### config.mk
export PLATFORM = sky130hd
export DESIGN_NAME = pipe_reg_vr
export DESIGN_NICKNAME = d
export VERILOG_FILES = /design/src/rtl/pipe_reg_vr.sv
export SDC_FILE = /design/constraint.sdc
export NUM_CORES = 1
export LEC_CHECK = 0
export BUFFER_PORTS_ARGS = -buffer_cell sky130_fd_sc_hd__buf_2
export CORE_AREA = 2 2 39 41
export CTS_BUF_LIST = sky130_fd_sc_hd__clkbuf_4
export DETAILED_ROUTE_END_ITERATION = 10
export DIE_AREA = 0 0 41 43
export PLACE_DENSITY = 0.67
export SYNTH_ARGS = -nofsm -noshare
export SYNTH_HDL_FRONTEND = slang
export SYNTH_SLANG_ARGS = --single-unit
export TNS_END_PERCENT = 5
### constraint.sdc
create_clock -name clk_i -period 0.9 [get_ports clk_i]
set_clock_uncertainty 0.05 [all_clocks]
set_input_delay 0.045 -clock clk_i [delete_from_list [all_inputs] [get_ports clk_i]]
set_output_delay 0.045 -clock clk_i [all_outputs]
set_load 0.02 [all_outputs]
### src/rtl/pipe_reg_vr.sv
// Single-stage valid/ready pipeline register with full throughput.
// in_ready_o looks combinationally at out_ready_i so a full stage can drain and refill each cycle.
module pipe_reg_vr #(
    parameter int unsigned WIDTH = 8
) (
    input  logic             clk_i,
    input  logic             rst_i,
    input  logic             in_valid_i,
    output logic             in_ready_o,
    input  logic [WIDTH-1:0] in_data_i,
    output logic             out_valid_o,
    input  logic             out_ready_i,
    output logic [WIDTH-1:0] out_data_o
);

    logic             valid_q, valid_d;
    logic [WIDTH-1:0] data_q, data_d;
    logic             accept;

    always_comb begin
        in_ready_o = ~valid_q | out_ready_i;
        accept     = in_valid_i & in_ready_o;
        valid_d    = accept | (valid_q & ~out_ready_i);
        data_d     = accept ? in_data_i : data_q;
    end

    always_ff @(posedge clk_i) begin
        if (rst_i) begin
            valid_q <= 1'b0;
            data_q  <= '0;
        end else begin
            valid_q <= valid_d;
            data_q  <= data_d;
        end
    end

    assign out_valid_o = valid_q;
    assign out_data_o  = data_q;

endmodule

==> results of run 1 <==
-- worst paths after layout --
kind	endpoint	slack (ns)	cells past startpoint	from
worst max register to register	out_data_o[2]$_SDFFE_PP0P_	-0.09	5	out_valid_o$_SDFF_PP0_
worst min register to register	out_data_o[3]$_SDFFE_PP0P_	0.52	2	out_data_o[3]$_SDFFE_PP0P_
worst min-delay path	out_data_o[0]$_SDFFE_PP0P_	0.05	2	rst_i
worst max-delay path	out_data_o[2]$_SDFFE_PP0P_	-0.09	5	out_valid_o$_SDFF_PP0_
-- synth_stat cells --
cell	number	area share
sky130_fd_sc_hd__inv_1	1	0.0085
sky130_fd_sc_hd__a21oi_2	8	0.16
sky130_fd_sc_hd__nand3_1	8	0.091
sky130_fd_sc_hd__nand2b_4	1	0.031
sky130_fd_sc_hd__a21bo_1	8	0.18
sky130_fd_sc_hd__buf_6	4	0.10
sky130_fd_sc_hd__dfxtp_1	9	0.41
sky130_fd_sc_hd__clkbuf_1	1	0.0085
sky130_fd_sc_hd__a21oi_1	1	0.011
-- worst register-to-register path, cell delays in order, from the launching register on --
cell and delay [ns]:
sky130_fd_sc_hd__dfxtp_4 0.35, sky130_fd_sc_hd__nand2b_4 0.10, sky130_fd_sc_hd__buf_12 0.13, sky130_fd_sc_hd__buf_6 0.09, sky130_fd_sc_hd__nand3_2 0.05, sky130_fd_sc_hd__a21oi_2 0.15
-- where the power goes --
group	internal, mW	total, mW	leakage (nW)	switching, mW
Combinational	0.128	0.244	0.252	0.116
Sequential	0.421	0.433	0.0747	0.0112
Clock	0.201	0.340	0.0184	0.139
Total	0.750	1.02	0.345	0.266
-- cell usage in the layout, fill, tap and decap left out, drive strengths merged --
cell type     n
buf          27
a21oi         9
dfxtp         9
nand3         8
a21bo         8
dlygate4sd3   8
clkbuf        4
nand2b        1
inv           1
-- kinds of logic (layout without fill, tap and decap cells) --
family | Yosys count | after routing | synth area share
compound gates | 17 | 17 | 0.3513
flops | 9 | 9 | 0.4079
simple gates | 9 | 9 | 0.1218
buf+inv | 6 | 40 | 0.1190
-- layer usage --
layer  part of all wire  vias to the layer above  track usage  wire, um
li1                   -                      211            -         -
met1               0.47                      179       0.1574       447
met2               0.46                       15       0.1781       435
met3              0.068                        0      0.07853        64
met4                  0                        0      0.04000         0
met5                  0                        -            0         0
-- registers in the layout, indices dropped and copies added, names as in the netlist --
name / count
out_data_o: 8
out_valid_o: 1
-- what timing repair did --
action / CTS / global route
hold endpoints to repair: 8 / 0
endpoints found under the setup margin: 9 / 9
pin swaps: 16 / 0
buffers inserted: 6 / 0
gates resized for setup: 4 / 0
hold buffers: 8 / 0
-- area by class of cell --
class,count,share of cell area
Sequential cell,9,0.2434
Multi-Input combinational cell,26,0.3295
Inverter,1,0.004967
Tap cell,16,0.02649
Clock buffer,4,0.03974
Timing Repair Buffer,35,0.3560
-- through the flow --
step | cell area [um2] | utilization | hold WS, ns | setup WS (ns) | cells
after floorplan | 494.2 | - | 0.1386 | -0.07858 | 41
after global placement | 561.8 | 0.4060 | 0.2591 | -0.06429 | 73
after detailed placement | 561.8 | 0.4060 | 0.2626 | -0.08450 | 73
after CTS | 755.7 | 0.5461 | 0.05197 | -0.07979 | 91
after global routing | 755.7 | 0.5461 | 0.06362 | -0.1298 | 91
final | 755.7 | 0.5461 | 0.05416 | -0.08770 | 91
==> reports/results.ini, run 1 <==
[placed_design]
gp_congestion=0.5141
numPortBuffers=21
post-dp-hpwl_um=588.6

[synth]
synth-warning-count=0
synth_seq_cells=9
synth_nets=53
synth.avg_cell_area_um2=10.77
syn-instance-count=41
ys_types=9
synth.cell_area_um2=441.7
part_of_the_yosys_area_used_for_sequential_elements=0.4079

[timing]
setup_total_negative_slack_ns=-0.6521
finalHoldViolations=0
maximum_clock_rate_ghz=1.012
relSlewSlack=0.7603
postLayoutSetupSlackWorst_ns=-0.08770
layout_min_cycle_time_ns=0.9877
final-max-slew-violation-count=0
setup_viol_count_final=9
min_period_over_period=1.097
rsz0062_at_grt=yes
tightest_slew_ns=0.3596

[status]
violations_in_the_final_reports=negative setup slack
status=finished, violations left

[route]
drt_wl_cell_um=10.40
drt-initial-drc-count=3
routed_via_density=4.451
dr_total_vias=405
drt.antenna.violating_nets=0
drt_first_pass_iters=2
drc=0
detail_route.wirelength_um=946

[clock_network]
clk_pin_slew_ns=0.06
htree_num_levels=1
cts_tree=done
number_of_buffers_created_by_cts=3
ctsLongestPathBuffers=2
cts-root-buf=sky130_fd_sc_hd__clkbuf_4
numClockSinks=9
clk_latency_ns=0.26

[global_route]
first_global_vias=364
pin_count_of_the_biggest_net_entering_global_routing=18
first_pass_grt_wire_length_um=1469
globalRouteOverflowTotal=0
globalRouteTotalUtil=0.1273
initial_antenna_violation_count=0

[die]
die_area_mm2=0.001763
floorplan.initialDensity=0.3192
top_level_ports=22
chipHeight_um=43
std_cell_rows=14
die_x_um=41
core_area_mm2=0.001384

[cells_and_area]
seq_area_um2=183.9
filler_cell_count=126
num_antenna_cells=0
drive_above_1_share=0.6533
total_nets_final=88
multiInputGateArea_um2=249.0
area.growth.synth_to_final_pct=71.10

[worst_setup_path]
worst_path_largest_cell_delay_ns=0.35
timing.setup.critical_path_class=reg2reg
cp_max_fo=8
path_delay_family=flip-flops
worst_setup_path_end_kind=flop
worst-path-buf-inv=2
element_type_at_the_critical_path_start=flop
crit_path_cell_trace=nand2b_4 > buf_12 > buf_6 > nand3_2 > a21oi_2
timing.critical_path.slowest_stage_cell=sky130_fd_sc_hd__dfxtp_4
data_required_time_at_the_worst_endpoint_ns=1.04
worst_ep_arrival_time_ns=1.13

[worst_hold_path]
min-delay-path-class=in2reg

[power]
vdd_drop_max_uv=744.6
p_leak_nw=0.3452
power_per_cell_area_mw_per_mm2=1345
fin_total_pwr_mw=1.017

[run]
cap_viol_max_count=0

(Power assumes the default switching activity.)
==> run 2: changes to the inputs <==
--- a/config.mk
+++ b/config.mk
@@ -7,7 +7,8 @@
 export LEC_CHECK = 0
 export BUFFER_PORTS_ARGS = -buffer_cell sky130_fd_sc_hd__buf_2
 export CORE_AREA = 2 2 39 41
-export CTS_BUF_LIST = sky130_fd_sc_hd__clkbuf_4
+export CTS_BUF_LIST = sky130_fd_sc_hd__clkbuf_16
+export CTS_CLUSTER_DIAMETER = 60
 export DETAILED_ROUTE_END_ITERATION = 10
 export DIE_AREA = 0 0 41 43
 export PLACE_DENSITY = 0.67
==> run 2 against run 1 <==
Clock power increased by 130%. Non-clock buffer count fell by 9. Die area unchanged. Critical endpoint is now in_ready_o. Cell area decreased by 7.6%. Via count shrank 5.2%. Critical path type is now reg2out. Routed wire length rose by 4.7%. The flow still finishes with violations (negative setup slack). Core utilization shrank 4.2 points.
==> reports/results.ini, run 2 (synthesis gave the netlist of run 1 again) <==
[power]
p_leak_nw=0.3235
intPower_mw=1.097
sequentialPowerShare=0.311
power.switching_mw=0.3101
share_comb_of_total_power=0.145
vdd_drop_max_uv=1958
power_per_cell_area_mw_per_mm2=2016
p_sw_frac=0.2203
part_of_the_total_power_dissipated_in_the_clock_network=0.544

[cells_and_area]
drive_above_1_share=0.7164
final_cell_mix=sky130_fd_sc_hd__buf_2 (20), sky130_fd_sc_hd__nand3_2 (8), sky130_fd_sc_hd__a21bo_1 (8), sky130_fd_sc_hd__a21oi_2 (8), sky130_fd_sc_hd__dfxtp_1 (8)
filler_cell_count=140
final_common_cell=sky130_fd_sc_hd__buf_2
num_antenna_cells=0
largest_register_ffs=8
total_nets_final=80
finish.utilization=0.5045
final_cell_count_no_fill=83
area.growth.synth_to_final_pct=58.07

[placed_design]
post-dp-hpwl_um=588.6
numPortBuffers=21
gp_congestion=0.5141
dp.cells=73

[worst_setup_path]
timing.setup.critical_path_class=reg2out
cp_max_fo=8
worst_ep_arrival_time_ns=0.84
data_required_time_at_the_worst_endpoint_ns=0.81
element_type_at_the_critical_path_start=flop
worst_setup_path_end_kind=primary output
r2r.worst_path.cells=4

[die]
floorplan.initialDensity=0.3192
top_level_ports=22
die_x_um=41
core_area_mm2=0.001384
die_area_mm2=0.001763
std_cell_rows=14
chipHeight_um=43

[route]
drt_first_pass_iters=4
drt-initial-drc-count=2
drc=0
drt_wl_cell_um=11.93
dr_total_vias=384
detail_route.wirelength_um=990
routed_via_density=4.627
drt.antenna.violating_nets=0

[global_route]
grt_use_met2=0.1844
globalRouteOverflowTotal=0
grt.met3_usage=0.07853
first_global_vias=368
global_route.usage.met1=0.1803
first_pass_grt_wire_length_um=1573
initial_antenna_violation_count=0
global_route.peak_usage_layer=met2
globalRouteTotalUtil=0.1424
pin_count_of_the_biggest_net_entering_global_routing=18

[status]
violations_in_the_final_reports=negative setup slack
status=finished, violations left

[timing]
setup_viol_count_final=5
relSlewSlack=0.7576
tightest_slew_ns=0.3637
finalHoldViolations=0
postLayoutSetupSlackWorst_ns=-0.03897
min_period_over_period=1.043
rsz0062_at_grt=yes
final-max-slew-violation-count=0
maximum_clock_rate_ghz=1.065
setup_total_negative_slack_ns=-0.1197
layout_min_cycle_time_ns=0.9390

[clock_network]
clk_pin_slew_ns=0.04
htree_num_levels=1
cts_tree=done
numClockSinks=9
clk_latency_ns=0.23
cts-root-buf=sky130_fd_sc_hd__clkbuf_16
number_of_buffers_created_by_cts=3
ctsLongestPathBuffers=2

[worst_hold_path]
worstHoldPathCells=3
min-delay-path-class=in2reg

[run]
cap_viol_max_count=0

run 2: changes by cell type in the layout (fill, tap and decap cells not counted):
cell / change
sky130_fd_sc_hd__clkbuf_16: +3
sky130_fd_sc_hd__nand2b_4: +1
sky130_fd_sc_hd__inv_1: +1
sky130_fd_sc_hd__buf_4: +3
sky130_fd_sc_hd__buf_6: -2
sky130_fd_sc_hd__clkbuf_4: -4
sky130_fd_sc_hd__buf_12: -2
sky130_fd_sc_hd__dlygate4sd3_1: -8
run 2: timing repair:
| action | 4_1_cts | 5_1_grt |
|---|---|---|
| setup endpoints to repair | 9 | 9 |
| gates resized for setup | 3 | 0 |
| cloned | 1 | 0 |
| setup buffers | 5 | 0 |
| pin swaps | 6 | 1 |
| hold buffers | 0 | 0 |
run 2: cell type report:
type | instances | area, um2 | share of cell area
Sequential cell | 9 | 183.9 | 0.2634
Clock inverter | 1 | 3.754 | 0.005376
Inverter | 1 | 3.754 | 0.005376
Tap cell | 16 | 20.02 | 0.02867
Timing Repair Buffer | 26 | 148.9 | 0.2133
Clock buffer | 3 | 75.07 | 0.1075
Multi-Input combinational cell | 27 | 262.8 | 0.3763
run 2: layer usage:
layer | wire [um] | part of all wire | vias up
li1 | - | - | 196
met1 | 431 | 0.44 | 172
met2 | 462 | 0.47 | 14
met3 | 77 | 0.078 | 2
met4 | 18 | 0.018 | 0
met5 | 0 | 0 | -
run 2: critical path, stage by stage, from the launching register on:
cell	delay [ns]
sky130_fd_sc_hd__dfxtp_4	0.37
sky130_fd_sc_hd__nand2b_4	0.10
sky130_fd_sc_hd__buf_6	0.15
run 2: power groups by stage:
| stage | combinational, mW | clock [mW] | sequential, mW |
|---|---|---|---|
| 2_1_floorplan | 0.114 | 0 | 0.471 |
| 3_3_place_gp | 0.179 | 0 | 0.441 |
| 3_5_place_dp | 0.180 | 0 | 0.442 |
| 4_1_cts | 0.205 | 0.786 | 0.438 |
| 5_1_grt | 0.220 | 0.805 | 0.441 |
| 6_report | 0.204 | 0.766 | 0.437 |
run 2: path summary, 6_finish.rpt:
check / startpoint / to / slack (ns)
min: in_data_i[6] / out_data_o[6]$_SDFFE_PP0P_ / 0.02
max: out_valid_o$_SDFF_PP0_ / in_ready_o / -0.04
min reg2reg: out_data_o[1]$_SDFFE_PP0P_ / out_data_o[1]$_SDFFE_PP0P_ / 0.52
max reg2reg: out_valid_o$_SDFF_PP0_ / out_data_o[7]$_SDFFE_PP0P_ / -0.03
run 2: through the flow:
| stage | hold slack, ns | total power [mW] | setup WS, ns | area [um2] |
|---|---|---|---|---|
| 6_report | 0.01911 | 1.407 | -0.03897 | 698.2 |
| 5_1_grt | 0.01996 | 1.465 | -0.06483 | 698.2 |
| 4_1_cts | 0.01711 | 1.428 | -0.04150 | 698.2 |
| 3_5_place_dp | 0.2626 | 0.6221 | -0.08450 | 561.8 |
| 3_3_place_gp | 0.2591 | 0.6201 | -0.06429 | 561.8 |
| 2_1_floorplan | 0.1386 | 0.5849 | -0.07858 | 494.2 |
